## config.mk

```make
export PLATFORM = sky130hd
export DESIGN_NAME = sd_init_seq
export DESIGN_NICKNAME = d
export VERILOG_FILES = /design/src/rtl/sd_init_seq.sv
export SDC_FILE = /design/constraint.sdc
export NUM_CORES = 1
export LEC_CHECK = 0
export ABC_AREA = 1
export CORE_ASPECT_RATIO = 1.2
export CORE_MARGIN = 4
export CORE_UTILIZATION = 35
export DETAILED_ROUTE_END_ITERATION = 10
export PLACE_DENSITY = 0.6
export SYNTH_ARGS = -nofsm -noshare
export SYNTH_HDL_FRONTEND = slang
export SYNTH_SLANG_ARGS = --single-unit
```

## constraint.sdc

```tcl
create_clock -name clk_i -period 2.2 [get_ports clk_i]
set_input_delay 0.22 -clock clk_i [delete_from_list [all_inputs] [get_ports clk_i]]
set_output_delay 0.22 -clock clk_i [all_outputs]
set_load 0.05 [all_outputs]
```

## src/rtl/sd_init_seq.sv

```systemverilog
// sd_init_seq: SPI-mode SD card power-up / initialisation sequencer.
// Sends the dummy clocks, then CMD0, CMD8, CMD55/ACMD41 (repeated until the
// card is ready), CMD58 and, for byte-addressed (SDSC) cards, CMD16. It drives
// the byte-level SPI master through an en/val handshake and owns chip select
// for as long as busy_o is high.
// Optional build macro: SD_V1_FALLBACK_EN. When it is defined, a card that
// rejects CMD8 as illegal is initialised as a v1 card. When it is undefined,
// that card ends in ERR with code 2.
module sd_init_seq #(
   parameter int DUMMY_BYTES    = 10,
   parameter int RESP_POLL      = 8,
   parameter int ACMD41_RETRIES = 1000
) (
   input  logic       clk_i,
   input  logic       rst_i,
   input  logic       start_i,
   input  logic [7:0] spi_data_out_i,
   input  logic       spi_val_i,
   output logic [7:0] spi_data_in_o,
   output logic       spi_en_o,
   output logic       spi_we_o,
   output logic       sd_cs_o,
   output logic       busy_o,
   output logic       done_o,
   output logic       err_o,
   output logic [2:0] err_code_o,
   output logic       sdhc_o
);

   localparam logic [7:0]  DUMMY_N = 8'(DUMMY_BYTES);
   localparam logic [7:0]  POLL_N  = 8'(RESP_POLL);
   localparam logic [15:0] RETRY_N = 16'(ACMD41_RETRIES);

   typedef enum logic [2:0] {
      S_IDLE, S_DUMMY, S_FRAME, S_POLL, S_TRAIL, S_TAIL, S_DONE, S_ERR
   } state_t;

   // C_FIN marks "no further command": the sequence ends in DONE
   typedef enum logic [2:0] {
      C_CMD0, C_CMD8, C_CMD55, C_ACMD41, C_CMD58, C_CMD16, C_FIN
   } cmd_t;

   // Byte i (0..5) of the 6-byte command frame for command c
   function automatic logic [7:0] frame_byte(input cmd_t c, input logic [2:0] i, input logic v1);
      logic [5:0]  idx;
      logic [31:0] arg;
      logic [7:0]  crc;
      logic [7:0]  b;
      case (c)
         C_CMD0:   begin idx = 6'd0;  arg = 32'h0000_0000; crc = 8'h95; end
         C_CMD8:   begin idx = 6'd8;  arg = 32'h0000_01AA; crc = 8'h87; end
         C_CMD55:  begin idx = 6'd55; arg = 32'h0000_0000; crc = 8'h65; end
         C_ACMD41: begin
            idx = 6'd41;
            arg = v1 ? 32'h0000_0000 : 32'h4000_0000;
            crc = v1 ? 8'hE5 : 8'h77;
         end
         C_CMD58:  begin idx = 6'd58; arg = 32'h0000_0000; crc = 8'hFD; end
         C_CMD16:  begin idx = 6'd16; arg = 32'h0000_0200; crc = 8'h15; end
         default:  begin idx = 6'd0;  arg = 32'h0000_0000; crc = 8'hFF; end
      endcase
      case (i)
         3'd0:    b = {2'b01, idx};
         3'd1:    b = arg[31:24];
         3'd2:    b = arg[23:16];
         3'd3:    b = arg[15:8];
         3'd4:    b = arg[7:0];
         3'd5:    b = crc;
         default: b = 8'hFF;
      endcase
      return b;
   endfunction

   state_t      state_q, state_d;
   cmd_t        cmd_q, cmd_d;
   cmd_t        nxt_q, nxt_d;
   logic [2:0]  pend_q, pend_d;
   logic [7:0]  cnt_q, cnt_d;
   logic [2:0]  idx_q, idx_d;
   logic [15:0] retry_q, retry_d;
   logic [7:0]  r1_q, r1_d;
   logic [7:0]  echo_q, echo_d;
   logic        ccs_q, ccs_d;
   logic        v1_q, v1_d;
   logic [7:0]  data_q, data_d;
   logic        en_q, en_d;
   logic        cs_q, cs_d;
   logic        busy_q, busy_d;
   logic        done_q, done_d;
   logic        err_q, err_d;
   logic [2:0]  code_q, code_d;
   logic        sdhc_q, sdhc_d;

   logic        eval_s;
   logic [7:0]  r1_s;
   logic [7:0]  rx_s;

   // Next-state logic: byte handshake, command sequencing and response checks
   always_comb begin
      state_d = state_q;  cmd_d   = cmd_q;    nxt_d  = nxt_q;   pend_d = pend_q;
      cnt_d   = cnt_q;    idx_d   = idx_q;    retry_d = retry_q; r1_d  = r1_q;
      echo_d  = echo_q;   ccs_d   = ccs_q;    v1_d   = v1_q;    data_d = data_q;
      en_d    = en_q;     cs_d    = cs_q;     busy_d = busy_q;  done_d = done_q;
      err_d   = err_q;    code_d  = code_q;   sdhc_d = sdhc_q;
      eval_s  = 1'b0;
      r1_s    = 8'hFF;
      rx_s    = spi_data_out_i;

      case (state_q)
         S_IDLE, S_DONE, S_ERR: begin
            en_d = 1'b0;
            cs_d = 1'b1;
            if (start_i) begin
               busy_d  = 1'b1;   done_d = 1'b0;   err_d  = 1'b0;
               code_d  = 3'd0;   sdhc_d = 1'b0;   v1_d   = 1'b0;
               retry_d = 16'd0;  cnt_d  = 8'd0;   idx_d  = 3'd0;
               data_d  = 8'hFF;  state_d = S_DUMMY;
            end else begin
               busy_d = 1'b0;
            end
         end
         S_DUMMY, S_FRAME, S_POLL, S_TRAIL, S_TAIL: begin
            if (!en_q) begin
               // GAP cycle is over: start the next byte; CS is only high for dummy clocks
               en_d = 1'b1;
               cs_d = (state_q == S_DUMMY);
            end else if (spi_val_i) begin
               en_d = 1'b0;
               case (state_q)
                  S_DUMMY: begin
                     if (cnt_q + 8'd1 == DUMMY_N) begin
                        state_d = S_FRAME;
                        cmd_d   = C_CMD0;
                        idx_d   = 3'd0;
                        cnt_d   = 8'd0;
                        data_d  = frame_byte(C_CMD0, 3'd0, v1_q);
                     end else begin
                        cnt_d = cnt_q + 8'd1;
                     end
                  end
                  S_FRAME: begin
                     if (idx_q == 3'd5) begin
                        state_d = S_POLL;
                        cnt_d   = 8'd0;
                        data_d  = 8'hFF;
                     end else begin
                        idx_d  = idx_q + 3'd1;
                        data_d = frame_byte(cmd_q, idx_q + 3'd1, v1_q);
                     end
                  end
                  S_POLL: begin
                     data_d = 8'hFF;
                     if (!rx_s[7]) begin
                        r1_d = rx_s;
                        // an illegal-command CMD8 reply is R1 only, without the R7 body
                        if ((cmd_q == C_CMD58) || ((cmd_q == C_CMD8) && !rx_s[2])) begin
                           state_d = S_TRAIL;
                           idx_d   = 3'd0;
                        end else begin
                           eval_s  = 1'b1;
                           r1_s    = rx_s;
                           state_d = S_TAIL;
                        end
                     end else if (cnt_q + 8'd1 == POLL_N) begin
                        state_d = S_ERR;  err_d  = 1'b1;  code_d = 3'd3;
                        busy_d  = 1'b0;   cs_d   = 1'b1;
                     end else begin
                        cnt_d = cnt_q + 8'd1;
                     end
                  end
                  S_TRAIL: begin
                     data_d = 8'hFF;
                     echo_d = rx_s;
                     if (idx_q == 3'd0) begin
                        ccs_d = rx_s[6];
                     end else begin
                        ccs_d = ccs_q;
                     end
                     if (idx_q == 3'd3) begin
                        eval_s  = 1'b1;
                        r1_s    = r1_q;
                        state_d = S_TAIL;
                     end else begin
                        idx_d = idx_q + 3'd1;
                     end
                  end
                  S_TAIL: begin
                     // CS goes high for the GAP cycle that follows every command
                     cs_d   = 1'b1;
                     data_d = 8'hFF;
                     if (pend_q != 3'd0) begin
                        state_d = S_ERR;  err_d = 1'b1;  code_d = pend_q;  busy_d = 1'b0;
                     end else if (nxt_q == C_FIN) begin
                        state_d = S_DONE; done_d = 1'b1; busy_d = 1'b0;
                     end else begin
                        state_d = S_FRAME;
                        cmd_d   = nxt_q;
                        idx_d   = 3'd0;
                        data_d  = frame_byte(nxt_q, 3'd0, v1_q);
                     end
                  end
                  default: state_d = S_IDLE;
               endcase
            end else begin
               en_d = 1'b1;
            end
         end
         default: state_d = S_IDLE;
      endcase

      // Response evaluation: decides the follow-up command or a pending error code
      if (eval_s) begin
         pend_d = 3'd0;
         nxt_d  = C_FIN;
         case (cmd_q)
            C_CMD0: begin
               if (r1_s == 8'h01) nxt_d = C_CMD8; else pend_d = 3'd1;
            end
            C_CMD8: begin
               if (r1_s[2]) begin
`ifdef SD_V1_FALLBACK_EN
                  v1_d  = 1'b1;
                  nxt_d = C_CMD55;
`else
                  pend_d = 3'd2;
`endif
               end else if ((r1_s == 8'h01) && ({echo_q, rx_s} == 16'h01AA)) begin
                  nxt_d = C_CMD55;
               end else begin
                  pend_d = 3'd2;
               end
            end
            C_CMD55: begin
               if ((r1_s == 8'h00) || (r1_s == 8'h01)) nxt_d = C_ACMD41; else pend_d = 3'd4;
            end
            C_ACMD41: begin
               if (r1_s == 8'h00) begin
                  nxt_d = v1_q ? C_CMD16 : C_CMD58;
               end else if (r1_s == 8'h01) begin
                  retry_d = retry_q + 16'd1;
                  if (retry_q + 16'd1 == RETRY_N) pend_d = 3'd4; else nxt_d = C_CMD55;
               end else begin
                  pend_d = 3'd4;
               end
            end
            C_CMD58: begin
               if (r1_s == 8'h00) begin
                  sdhc_d = ccs_q;
                  nxt_d  = ccs_q ? C_FIN : C_CMD16;
               end else begin
                  pend_d = 3'd5;
               end
            end
            C_CMD16: begin
               if (r1_s == 8'h00) nxt_d = C_FIN; else pend_d = 3'd5;
            end
            default: pend_d = 3'd5;
         endcase
      end else begin
         pend_d = pend_q;
      end
   end

   // State and output registers with asynchronous reset
   always_ff @(posedge clk_i or posedge rst_i) begin
      if (rst_i) begin
         state_q <= S_IDLE;  cmd_q   <= C_CMD0;  nxt_q  <= C_CMD0;  pend_q <= 3'd0;
         cnt_q   <= 8'd0;    idx_q   <= 3'd0;    retry_q <= 16'd0;  r1_q   <= 8'hFF;
         echo_q  <= 8'd0;    ccs_q   <= 1'b0;    v1_q   <= 1'b0;    data_q <= 8'hFF;
         en_q    <= 1'b0;    cs_q    <= 1'b1;    busy_q <= 1'b0;    done_q <= 1'b0;
         err_q   <= 1'b0;    code_q  <= 3'd0;    sdhc_q <= 1'b0;
      end else begin
         state_q <= state_d; cmd_q   <= cmd_d;   nxt_q  <= nxt_d;   pend_q <= pend_d;
         cnt_q   <= cnt_d;   idx_q   <= idx_d;   retry_q <= retry_d; r1_q  <= r1_d;
         echo_q  <= echo_d;  ccs_q   <= ccs_d;   v1_q   <= v1_d;    data_q <= data_d;
         en_q    <= en_d;    cs_q    <= cs_d;    busy_q <= busy_d;  done_q <= done_d;
         err_q   <= err_d;   code_q  <= code_d;  sdhc_q <= sdhc_d;
      end
   end

   assign spi_data_in_o = data_q;
   assign spi_en_o      = en_q;
   assign spi_we_o      = en_q;
   assign sd_cs_o       = cs_q;
   assign busy_o        = busy_q;
   assign done_o        = done_q;
   assign err_o         = err_q;
   assign err_code_o    = code_q;
   assign sdhc_o        = sdhc_q;

endmodule

```

# ---- Word-level counts from Yosys, hierarchy flattened
# Index checks and enable logic that the tools add are counted.
# Widths: inputs -> output; s select.
dict set report classes {
  n_mux 132
  n_bitwise 1
  n_eq_ne 62
  add_sub_neg 3
  reduce_logical 28
}
# operator count
set op_table {}
lappend op_table {{$mux 8} 20}
lappend op_table {{$mux 3} 39}
lappend op_table {{$mux 16} 6}
lappend op_table {{$pmux 8 s6} 2}
lappend op_table {{$pmux 31 s3} 1}
lappend op_table {{$pmux 3 s5} 4}
lappend op_table {{$pmux 6 s5} 2}
lappend op_table {{$pmux 8 s2} 3}
lappend op_table {{$ne 3x3->1 const B} 15}
lappend op_table {{$eq 3x3->1 const B} 12}
lappend op_table {{$mux 1} 35}
lappend op_table {{$pmux 8 s4} 1}
lappend op_table {{$pmux 3 s2} 5}
lappend op_table {{$reduce_and 7->1} 4}
lappend op_table {{$eq 3x2->1 const B} 9}
lappend op_table {{$ne 4x4->1 const B} 6}
lappend op_table {{$pmux 8 s3} 1}
lappend op_table {{$pmux 1 s2} 9}
lappend op_table {{$add 16x1->16 const B} 1}
lappend op_table {{$eq 16x10->1 const B} 1}
lappend op_table {{$eq 16x9->1 const B} 1}
lappend op_table {{$eq 8x4->1 const B} 2}
lappend op_table {{$ne 2x2->1 const B} 8}
lappend op_table {{$reduce_and 5->1} 3}
lappend op_table {{other kinds (22)} 36}
dict set report word_totals {
  inputBits 12
  output_inout_bits 18
  reg_bits 73
}

# ---- Logic depth before layout (Yosys ltp)
# Gate-level depths: netlist of the first run.
dict set report depth {
  ltp_word 14
  mapped_depth 14
  ltp_nobuf 13
}

# ---- Worst setup path before layout of the first run
# Ideal clock, no wire load.
dict set report synth_path {
  path_type {register to register}
  startpoint {register idx_q[0]}
  endpoint {register retry_q[15]}
  required_time_ps 2074
  setup_ps 126
  path_buffers 1
  stages_incl_launch_ff 12
  slack_ps 84
  t_arrival_ps 1989
  period_less_slack_ps 2116
  path_cell_list {dfrtp_1 > ha_1 > ha_1 > inv_1 > or2_2 > a21oi_4 > nand2_2 > nor2_4 > nand4_4 > nand2_4 > buf_8 > o22ai_2}
}
dict set report synth_via {
  elab_chain_len 11
  word_cells_on_any_way 17
}
# item line_no
set synth_lines {}
lappend synth_lines {{from (decl)} 79} ;# logic [2:0] idx_q, idx_d;
lappend synth_lines {{from (signal assigned)} 274} ;# cnt_q <= cnt_d; idx_q <= idx_d; retry_q <= retry_d; r1_q <= r1_d;
lappend synth_lines {{$eq 3x2->1 *} 179} ;# if (idx_q == 3'd3) begin
lappend synth_lines {{$mux 8} 179}
lappend synth_lines {{$pmux 8 s2} 129} ;# case (state_q)
lappend synth_lines {{$mux 8} 127} ;# end else if (spi_val_i) begin
lappend synth_lines {{$mux 8} 123} ;# if (!en_q) begin
lappend synth_lines {{$mux 8} 109} ;# case (state_q)
lappend synth_lines {{$eq 8x1->1} 239} ;# end else if (r1_s == 8'h01) begin
lappend synth_lines {{$mux 16} 239}
lappend synth_lines {{$mux 16} 237} ;# if (r1_s == 8'h00) begin
lappend synth_lines {{$mux 16} 215} ;# case (cmd_q)
lappend synth_lines {{$mux 16 *} 212} ;# if (eval_s) begin
lappend synth_lines {{named net retry_d[15]} 80} ;# logic [15:0] retry_q, retry_d;
lappend synth_lines {{to (signal assigned)} 274}
lappend synth_lines {{to (decl)} 80}
# Mark *: on every way through the listed nets, which the timed path passes. The rest lies on a longest branch.
# A chain may end at the register's enable or synchronous reset.

# ---- Worst setup path in the final report of the first run
dict set report layout_path {
  startpoint {register state_q[1]}
  endpoint {register retry_q[15]}
}
dict set report layout_via {
  elab_chain_len 10
  word_cells_on_any_way 25
}
# item line_no
set layout_lines {}
lappend layout_lines {{from (decl)} 74} ;# state_t state_q, state_d;
lappend layout_lines {{from (signal assigned)} 273} ;# state_q <= state_d; cmd_q <= cmd_d; nxt_q <= nxt_d; pend_q <= pend_d;
lappend layout_lines {{$eq 3x3->1 or $eq 3x2->1 (tied branches)} {109, 129}}
lappend layout_lines {{$pmux 8 s2} 129}
lappend layout_lines {{$mux 8} 127}
lappend layout_lines {{$mux 8} 123}
lappend layout_lines {{$mux 8} 109}
lappend layout_lines {{$eq 8x1->1} 239}
lappend layout_lines {{$mux 16} 239}
lappend layout_lines {{$mux 16} 237}
lappend layout_lines {{$mux 16} 215}
lappend layout_lines {{$mux 16 *} 212}
lappend layout_lines {{named net retry_d[15]} 80}
# Marked as above.

==> impl_metrics.json, run 1 <==
{
  "grt_first_pass_wirelength_um": 21500,
  "first_global_vias": 4528,
  "drt_wl_total_um": 12800,
  "netlist_top_cells_area": "sky130_fd_sc_hd__dfrtp_1, sky130_fd_sc_hd__nand2_1, sky130_fd_sc_hd__dfstp_2",
  "met3_usage": 0.0387,
  "layout_commonest_cell": "sky130_fd_sc_hd__nand2_1",
  "detail_route.iter0.violations": 251,
  "clock_insertion_delay_worst_skew_ns": 0.35,
  "hpwl_um": 10000,
  "netlist.top_cell.by_area": "sky130_fd_sc_hd__dfrtp_1",
  "numCtsBuffers": 9,
  "rows": 47,
  "synth_cells": 672,
  "post_route_cells_drive_above_1_share": 0.181,
  "achievable-frequency_ghz": 0.482,
  "leakage_nw": 2.71,
  "gp_congestion": 0.862,
  "timing.final.crit_period_ns": 2.08,
  "global_route.overflow_total": 0,
  "cts-root-to-sink-buffers": 2,
  "worstSetupEndpointType": "flop",
  "worst_slew_pin_slew_ns": 0.519,
  "wl_per_cell_um": 14.1,
  "min_path_type": "in -> async",
  "grt.met2_usage": 0.278,
  "grt_util_all_layers": 0.170,
  "fin_skew_ns": 0.0103,
  "via_per_inst": 5.04,
  "fp.coreArea_mm2": 0.0138,
  "maxSlewViolCount": 0,
  "setup_viol": 0,
  "cts_tree": "built",
  "drc": 0,
  "area_growth_pct": 22.7,
  "n_antenna_cell": 0,
  "top_library_cells_by_usage_in_the_layout_fill_and_taps_aside": "sky130_fd_sc_hd__nand2_1, sky130_fd_sc_hd__inv_1, sky130_fd_sc_hd__nor2_1",
  "rsz0062_at_grt": "yes",
  "syn-num-nets": 700,
  "met1_grt_util": 0.223,
  "power.total_w": 0.00731,
  "synth.avg_cell_area_um2": 7.29,
  "cap_viol_max_count": 0,
  "timing.slew.headroom": 0.653,
  "finalWorstSetupSlack_ns": 0.124,
  "ys_seq_elements": 73,
  "hold_viol_final": 0,
  "antenna_found_initial": 0,
  "cts_htree_levels": 3,
  "num-nets-final": 762,
  "r2r_setup_slack_ns": 0.12,
  "die_area_mm2": 0.0160,
  "clk_pin_slew_ns": 0.06,
  "synth-warning-count": 0,
  "start_kind": "flop",
  "cts_root_buffer": "sky130_fd_sc_hd__clkbuf_16",
  "synth_top_area_share": 0.286,
  "worstRegToRegCells": 10,
  "worst_ir_drop_vdd_mv": 0.946,
  "io_pins": 30,
  "cp.arrival_ns": 2.34,
  "pwr_density_cell_mw_per_mm2": 1220,
  "initial_standard_cell_utilization_of_the_core": 0.356,
  "criticalPathCategory": "reg -> reg",
  "outcome": "completed",
  "route.vias.total": 4584,
  "numClockSinks": 73,
  "numPortBuffers": 29,
  "ys_types": 47,
  "cell_area_after_synthesis_mm2": 0.00490,
  "timing.rr.end": "retry_q[15]",
  "grt_max_degree": 45,
  "fin_hold_ws_ns": 0.238,
  "ys_seq_area_frac": 0.377,
  "cts_hold_buf": 0,
  "chipHeight_um": 138,
  "reg2reg_from": "state_q[1]",
  "firstDrtPassIters": 5,
  "crit_fanout": 10,
  "floorplan.die.width_um": 116,
  "cp_data_required_time_ns": 2.46,
  "ant_nets": 0,
  "place_ws_ns": 0.0145,
  "grt_most_used_layer": "met2",
  "final_min_period_over_clock_period": 0.944
}
==> power breakdown <==
group          total, W  switching, W  internal, W
registers       0.00213      0.000297      0.00184
clock network   0.00161      0.000590      0.00102
logic           0.00356       0.00235      0.00121
total           0.00731       0.00324      0.00407
==> stage by stage <==
step                area, µm²  utilization  setup TNS [ns]  std cells
floorplan                4900            -               0        672
global placement         5540        0.403               0        888
detailed placement       5540        0.403               0        888
CTS                      5860        0.426               0        904
global route             6010        0.437         -0.0831        910
finish                   6010        0.437               0        910
==> timing repair <==
action | 4_1_cts | 5_1_grt
setup endpoints to repair | 0 | 41
buffers inserted | 0 | 6
resized for setup | 0 | 25
==> registers in the layout, summed over array words and instances (netlist names) <==
register	cells
cmd_q	3
sd_cs_o	1
done_o	1
pend_q	3
spi_en_o	1
busy_o	1
cnt_q	8
idx_q	3
ccs_q	1
nxt_q	3
sdhc_o	1
r1_q	8
spi_data_in_o	8
state_q	3
echo_q	8
retry_q	16
err_code_o	3
err_o	1
==> final cells by class <==
class                   instances  area (µm²)
multi-input cells             496        2710
repair buffers                 61         563
flip-flops and latches         73        1850
fillers                      1441        7750
well taps                     171         214
clock inverters                 5        78.8
inverters                      93         355
clock buffers                  11         243
==> kinds of logic (layout without fill, tap and decap cells) <==
family	Yosys count	in the layout	synth area share
compound gates	119	119	0.146
fa+ha+maj	16	16	0.0409
flops	73	73	0.377
buf+inv	103	170	0.0891
simple gates	356	356	0.338
xor+xnor	5	5	0.00894
==> critical path: stages, from the launching register on <==
cell and delay [ns]:
sky130_fd_sc_hd__dfrtp_1 0.50, sky130_fd_sc_hd__inv_2 0.11, sky130_fd_sc_hd__nand2_4 0.14, sky130_fd_sc_hd__nor2_4 0.05
sky130_fd_sc_hd__buf_4 0.19, sky130_fd_sc_hd__a21oi_4 0.16, sky130_fd_sc_hd__nand2_2 0.10, sky130_fd_sc_hd__nor2_4 0.17
sky130_fd_sc_hd__nand4_4 0.21, sky130_fd_sc_hd__buf_6 0.21, sky130_fd_sc_hd__o22ai_2 0.15
==> layer usage <==
layer,wire [µm],up-vias
met5,0,-
met4,191,0
met3,633,15
met2,6170,107
met1,5800,2137
li1,-,2325
==> synth_stat cells, drive strengths merged <==
| cell | count |
|---|---|
| dfstp | 17 |
| o211ai | 1 |
| o2bb2ai | 1 |
| nor4 | 4 |
| nor2 | 72 |
| nand4 | 15 |
| a21oi | 21 |
| or2 | 1 |
| o21ai | 75 |
| and2 | 1 |
| nor3b | 2 |
| a41oi | 1 |
| xor2 | 5 |
| nand3 | 44 |
| a31oi | 5 |
| nand3b | 5 |
| nand2 | 194 |
| clkinv | 2 |
| dfrtp | 56 |
| inv | 91 |
| and3 | 1 |
| buf | 8 |
| ha | 16 |
| o22ai | 12 |
| nor3 | 17 |
| o31ai | 3 |
| clkbuf | 2 |
==> worst max-delay path by stage <==
stage                             end  slack (ns)        from  depth (start not counted)
after detailed placement  retry_q[13]        0.01   spi_val_i                         10
after CTS                 retry_q[13]        0.06    idx_q[0]                         10
after global routing       retry_q[6]       -0.03    idx_q[1]                         13
after floorplan           retry_q[15]        0.08    idx_q[0]                         11
after global placement    retry_q[15]        0.11   spi_val_i                         10
final                     retry_q[15]        0.12  state_q[1]                         10
(Power assumes the default switching activity.)
==> run 2, diff against run 1 <==
--- a/config.mk
+++ b/config.mk
@@ -8,9 +8,9 @@
 export ABC_AREA = 1
 export CORE_ASPECT_RATIO = 1.2
 export CORE_MARGIN = 4
-export CORE_UTILIZATION = 35
+export CORE_UTILIZATION = 44
 export DETAILED_ROUTE_END_ITERATION = 10
-export PLACE_DENSITY = 0.6
+export PLACE_DENSITY = 0.7
 export SYNTH_ARGS = -nofsm -noshare
 export SYNTH_HDL_FRONTEND = slang
 export SYNTH_SLANG_ARGS = --single-unit
==> run 2 against run 1 <==
Effect of this change:
- sequential share of layout area about the same
- first-iteration DRC count increased by 20%
- power about the same
- largest power group unchanged
- largest cell class unchanged
- register-to-register slack got worse by 0.09 ns
- combinational power about the same
- clock skew decreased by 0.0037 ns
- clock-buffer cell count increased by 3
- non-clock buffer count decreased by 1
- via count increased by 2.7%
- global-route usage increased by 3.3 points
- final cell count decreased by 4.6%
- critical endpoint is now spi_data_in_o[0]
- die area decreased by 19%
==> impl_metrics.json, run 2 (synthesized netlist as in run 1, its figures left out) <==
{
  "fin_skew_ns": 0.00659,
  "post_route_cells_drive_above_1_share": 0.196,
  "grt_util_all_layers": 0.203,
  "cp.arrival_ns": 2.43,
  "final_min_period_over_clock_period": 0.983,
  "gp_congestion": 0.935,
  "hold_viol_final": 0,
  "global_route.overflow_total": 0,
  "drc": 0,
  "initial_standard_cell_utilization_of_the_core": 0.457,
  "hpwl_um": 9480,
  "clk_pin_slew_ns": 0.06,
  "timing.final.crit_period_ns": 2.16,
  "clock_insertion_delay_worst_skew_ns": 0.34,
  "worst_ir_drop_vdd_mv": 0.473,
  "cts_tree": "built",
  "rows": 41,
  "n_antenna_cell": 0,
  "sequential_cell_area_mm2": 0.00185,
  "floorplan.die.width_um": 104,
  "achievable-frequency_ghz": 0.463,
  "cp_data_required_time_ns": 2.47,
  "fillers": 945,
  "antenna_found_initial": 0,
  "num-nets-final": 762,
  "cap_viol_max_count": 0,
  "max_stage_delay_ns": 0.41,
  "firstDrtPassIters": 5,
  "worst_slew_pin_slew_ns": 0.574,
  "area_growth_pct": 23.1,
  "leakage_nw": 2.71,
  "rsz0062_at_grt": "yes",
  "drt_wl_total_um": 12900,
  "top_library_cells_by_usage_in_the_layout_fill_and_taps_aside": "sky130_fd_sc_hd__nand2_1, sky130_fd_sc_hd__inv_1, sky130_fd_sc_hd__nor2_1",
  "crit_fanout": 2,
  "grt_first_pass_wirelength_um": 21200,
  "place_ws_ns": -0.0410,
  "outcome": "completed",
  "maxSlewViolCount": 0,
  "worstSetupEndpointType": "flop",
  "cts_root_buffer": "sky130_fd_sc_hd__clkbuf_16",
  "crit_path_top_delay_cell": "sky130_fd_sc_hd__dfrtp_1",
  "finalWorstSetupSlack_ns": 0.0381,
  "ant_nets": 0,
  "multi_input_comb_area_mm2": 0.00277,
  "cts_htree_levels": 3,
  "io_pins": 30,
  "fp.coreArea_mm2": 0.0107,
  "setup_viol": 0,
  "detail_route.iter0.violations": 301,
  "cts-root-to-sink-buffers": 2,
  "min_path_type": "in -> async",
  "fin_tns_setup_ns": 0,
  "numCtsBuffers": 9,
  "chipHeight_um": 124,
  "wl_per_cell_um": 14.8,
  "die_area_mm2": 0.0129,
  "start_kind": "flop",
  "numPortBuffers": 29,
  "criticalPathCategory": "reg -> reg",
  "numClockSinks": 73,
  "route.vias.total": 4706,
  "layout_commonest_cell": "sky130_fd_sc_hd__nand2_1",
  "crit_path_cell_trace": "ha_4 > buf_4 > buf_4 > buf_4 > ha_2 > nor3_2 > nand2_1 > nand2_1 > inv_1 > nand2_1 > o21ai_0 > nand3_1 > a21oi_1 > o21ai_1",
  "registers.top_by_ff_count": "retry_q",
  "flip_flop_count_of_the_largest_register_after_layout": 16,
  "pwr_density_cell_mw_per_mm2": 1210,
  "timing.slew.headroom": 0.614,
  "via_per_inst": 5.42,
  "grt_max_degree": 74,
  "first_global_vias": 4495
}
run 2: final cells by class:
class | instances | share of cell area
multi-input cells | 497 | 0.459
flip-flops and latches | 73 | 0.307
repair buffers | 60 | 0.0936
inverters | 93 | 0.0593
clock buffers | 14 | 0.0438
well taps | 129 | 0.0268
clock inverters | 2 | 0.00996
run 2: layer usage:
| layer | wire length [µm] | global-route usage | up-vias |
|---|---|---|---|
| met1 | 5660 | 0.261 | 2188 |
| met2 | 6310 | 0.342 | 161 |
| met4 | 234 | 0.0748 | 0 |
| li1 | - | - | 2336 |
| met3 | 675 | 0.0415 | 21 |
| met5 | 0 | 0 | - |
run 2: through the flow:
step / hold slack (ns) / power, W / std cells / utilization / area, µm²
2_1_floorplan: 0.333 / 0.00463 / 672 / - / 4900
3_3_place_gp: 0.440 / 0.00543 / 839 / 0.506 / 5420
3_5_place_dp: 0.442 / 0.00550 / 839 / 0.506 / 5420
4_1_cts: 0.334 / 0.00716 / 855 / 0.536 / 5750
5_1_grt: 0.370 / 0.00782 / 868 / 0.562 / 6030
6_report: 0.289 / 0.00731 / 868 / 0.562 / 6030
run 2: worst paths after layout:
kind | start | end | slack, ns | cells after the start
max | idx_q[1] | spi_data_in_o[0] | 0.04 | 14
min | rst_i | retry_q[2] | 0.29 | 3
max reg2reg | idx_q[1] | spi_data_in_o[0] | 0.04 | 14
min reg2reg | r1_q[7] | r1_q[7] | 0.45 | 2
max in group asynchronous | rst_i | r1_q[2] | 1.53 | 3
min in group clk_i | r1_q[7] | r1_q[7] | 0.45 | 2
run 2: power by group:
| part | internal (W) | switching [W] | total, W |
|---|---|---|---|
| Clock | 0.00106 | 0.000558 | 0.00161 |
| Combinational | 0.00120 | 0.00236 | 0.00356 |
| Sequential | 0.00184 | 0.000301 | 0.00214 |
| Total | 0.00409 | 0.00322 | 0.00731 |
run 2: critical path, delay by kind of cell, from the launching register on:
family | cells | cell delay, ns
and+or+nand+nor | 5 | 0.56
buffers and inverters | 4 | 0.44
DFF | 1 | 0.41
adders and majority gates | 2 | 0.38
AOI/OAI and AO/OA | 3 | 0.30
run 2: what timing repair did:
item / in CTS / in global routing
hold buffers: 0 / 0
setup endpoints to repair: 5 / 57
resized for setup: 1 / 45
gates cloned: 0 / 1
pin swaps: 0 / 15
setup buffers: 0 / 12
==> run 3, diff against run 2 <==
--- a/config.mk
+++ b/config.mk
@@ -7,10 +7,10 @@
 export LEC_CHECK = 0
 export ABC_AREA = 1
 export CORE_ASPECT_RATIO = 1.2
-export CORE_MARGIN = 4
+export CORE_MARGIN = 3
 export CORE_UTILIZATION = 44
 export DETAILED_ROUTE_END_ITERATION = 10
-export PLACE_DENSITY = 0.7
+export PLACE_DENSITY = 0.68
 export SYNTH_ARGS = -nofsm -noshare
 export SYNTH_HDL_FRONTEND = slang
 export SYNTH_SLANG_ARGS = --single-unit
==> constraint.sdc (replaced) <==
create_clock -name clk_i -period 2.5 [get_ports clk_i]
set_input_delay 0.25 -clock clk_i [delete_from_list [all_inputs] [get_ports clk_i]]
set_output_delay 0.25 -clock clk_i [all_outputs]
set_load 0.05 [all_outputs]
==> run 3 against run 2 <==
Effect of this change:
- largest cell class unchanged
- critical path type unchanged
- register-to-register slack better by 0.14 ns
- clock skew shrank 0.00096 ns
- sequential power decreased by 11%
- largest power group unchanged
==> impl_metrics.json, run 3 (synthesized netlist as in run 1, its figures left out) <==
{
  "drc": 0,
  "flip_flop_count_of_the_largest_register_after_layout": 16,
  "reg2reg_from": "idx_q[0]",
  "worstSetupEndpointType": "flop",
  "n_antenna_cell": 0,
  "global_route.overflow_total": 0,
  "postPlaceCellArea_mm2": 0.00533,
  "cp_common_cell": "sky130_fd_sc_hd__ha_1",
  "rsz0062_at_grt": "no",
  "power.net_switching_w": 0.00276,
  "post_cts_buffers": 0,
  "die_area_mm2": 0.0124,
  "power.internal_w": 0.00334,
  "worst_ir_drop_vdd_mv": 0.467,
  "seqPwrFrac": 0.311,
  "fillers": 1037,
  "firstDrtPassIters": 7,
  "drt_wl_total_um": 12700,
  "crit_path_top_delay_cell": "sky130_fd_sc_hd__dfrtp_1",
  "r2r_setup_slack_ns": 0.17,
  "gp_congestion": 0.922,
  "cp_data_required_time_ns": 2.71,
  "route.vias.total": 4543,
  "cp.arrival_ns": 2.53,
  "cts_hold_buf": 0,
  "timing.rr.end": "retry_q[11]",
  "worstRegToRegCells": 10,
  "top_library_cells_by_usage_in_the_layout_fill_and_taps_aside": "sky130_fd_sc_hd__nand2_1, sky130_fd_sc_hd__inv_1, sky130_fd_sc_hd__nor2_1",
  "cts-root-to-sink-buffers": 2,
  "power.clock.fraction": 0.210,
  "multi_input_comb_area_mm2": 0.00264,
  "detail_route.iter0.violations": 255,
  "cts_tree": "built",
  "cts_repair_resize_count": 0,
  "via_per_inst": 5.40,
  "io_pins": 30,
  "clk_pin_slew_ns": 0.06,
  "area_growth_pct": 15.1,
  "clock_insertion_delay_worst_skew_ns": 0.34,
  "first_global_vias": 4518,
  "leakage_nw": 2.55,
  "post_route_cells_drive_above_1_share": 0.132,
  "ant_nets": 0,
  "hold_viol_final": 0,
  "highest_routed_metal_layer": "met4",
  "power_switching_share": 0.452,
  "initial_standard_cell_utilization_of_the_core": 0.459,
  "met2_wirelength_um": 6440,
  "timing.slew.headroom": 0.648,
  "grt_first_pass_wirelength_um": 21700,
  "crit_fanout": 14,
  "outcome": "completed",
  "rows": 41,
  "timing.final.crit_period_ns": 2.33,
  "met3WireLength_um": 527,
  "chipHeight_um": 122,
  "criticalPathCategory": "reg -> reg",
  "cap_viol_max_count": 0,
  "grt_max_degree": 74,
  "hpwl_um": 9690,
  "floorplan.die.width_um": 102,
  "fin_skew_ns": 0.00563,
  "numCtsBuffers": 9,
  "fp.coreArea_mm2": 0.0107,
  "max_stage_delay_ns": 0.39,
  "maxSlewViolCount": 0,
  "power_frac_comb": 0.479,
  "numClockSinks": 73,
  "start_kind": "flop",
  "setup_viol": 0,
  "achievable-frequency_ghz": 0.430,
  "numPortBuffers": 29,
  "fin_tns_setup_ns": 0,
  "crit_path_cell_trace": "ha_1 > ha_1 > inv_1 > or2_2 > a21oi_4 > nand2_2 > nor2_4 > nand4_4 > nand2_4 > o22ai_2",
  "antenna_found_initial": 0,
  "cts_htree_levels": 3,
  "num-nets-final": 736,
  "sequential_cell_area_mm2": 0.00185,
  "grt_util_all_layers": 0.221,
  "layout_commonest_cell": "sky130_fd_sc_hd__nand2_1",
  "min_path_type": "in -> async",
  "pwr_density_cell_mw_per_mm2": 1080,
  "wl_per_cell_um": 15.1,
  "final_min_period_over_clock_period": 0.931,
  "finalInstanceArea_mm2": 0.00564,
  "registers.top_by_ff_count": "retry_q",
  "detail_route.wirelength.met1_um": 5490,
  "worst_slew_pin_slew_ns": 0.524,
  "cts_root_buffer": "sky130_fd_sc_hd__clkbuf_16",
  "crit_start": "idx_q[0]"
}
[run 3: worst max path at each step]
| stage | end | cells after the start |
|---|---|---|
| finish | retry_q[11] | 10 |
| global route | spi_data_in_o[5] | 10 |
| CTS | sdhc_o | 10 |
| detailed placement | sdhc_o | 10 |
| global placement | sdhc_o | 10 |
| floorplan | retry_q[15] | 11 |
[run 3: per-layer routing]
layer,up-vias,GRT usage
li1,2274,-
met1,2132,0.280
met2,120,0.371
met3,17,0.0452
met4,0,0.0763
met5,-,0
[run 3: power by group through the flow]
stage / Combinational, W / Sequential [W] / Clock (W)
after floorplan: 0.00181 / 0.00226 / 0
after global placement: 0.00285 / 0.00189 / 0
after detailed placement: 0.00290 / 0.00190 / 0
after CTS: 0.00291 / 0.00189 / 0.00130
after global routing: 0.00325 / 0.00194 / 0.00137
final: 0.00292 / 0.00190 / 0.00128
[run 3: critical path: cells and delay by family (launching register included)]
kind | cells | cell delay, ns
buf+inv | 1 | 0.07
fa+ha+maj | 2 | 0.40
simple gates | 5 | 1.04
flops | 1 | 0.39
compound gates | 2 | 0.27
[run 3: cell type report]
cell class | count | share of cell area
Multi-Input combinational cell | 496 | 0.467
Tap cell | 129 | 0.0286
Clock buffer | 13 | 0.0444
Timing Repair Buffer | 35 | 0.0617
Clock inverter | 3 | 0.00710
Sequential cell | 73 | 0.328
Inverter | 93 | 0.0630
[run 3: per-stage QoR]
step	cells	hold WS [ns]	power [W]	worst slack, ns	utilization
finish	842	0.326	0.00610	0.174	0.528
detailed placement	826	0.443	0.00480	0.105	0.499
global route	842	0.358	0.00656	0.00199	0.528
CTS	842	0.336	0.00611	0.0976	0.526
floorplan	672	0.363	0.00407	0.384	-
global placement	826	0.441	0.00475	0.165	0.499
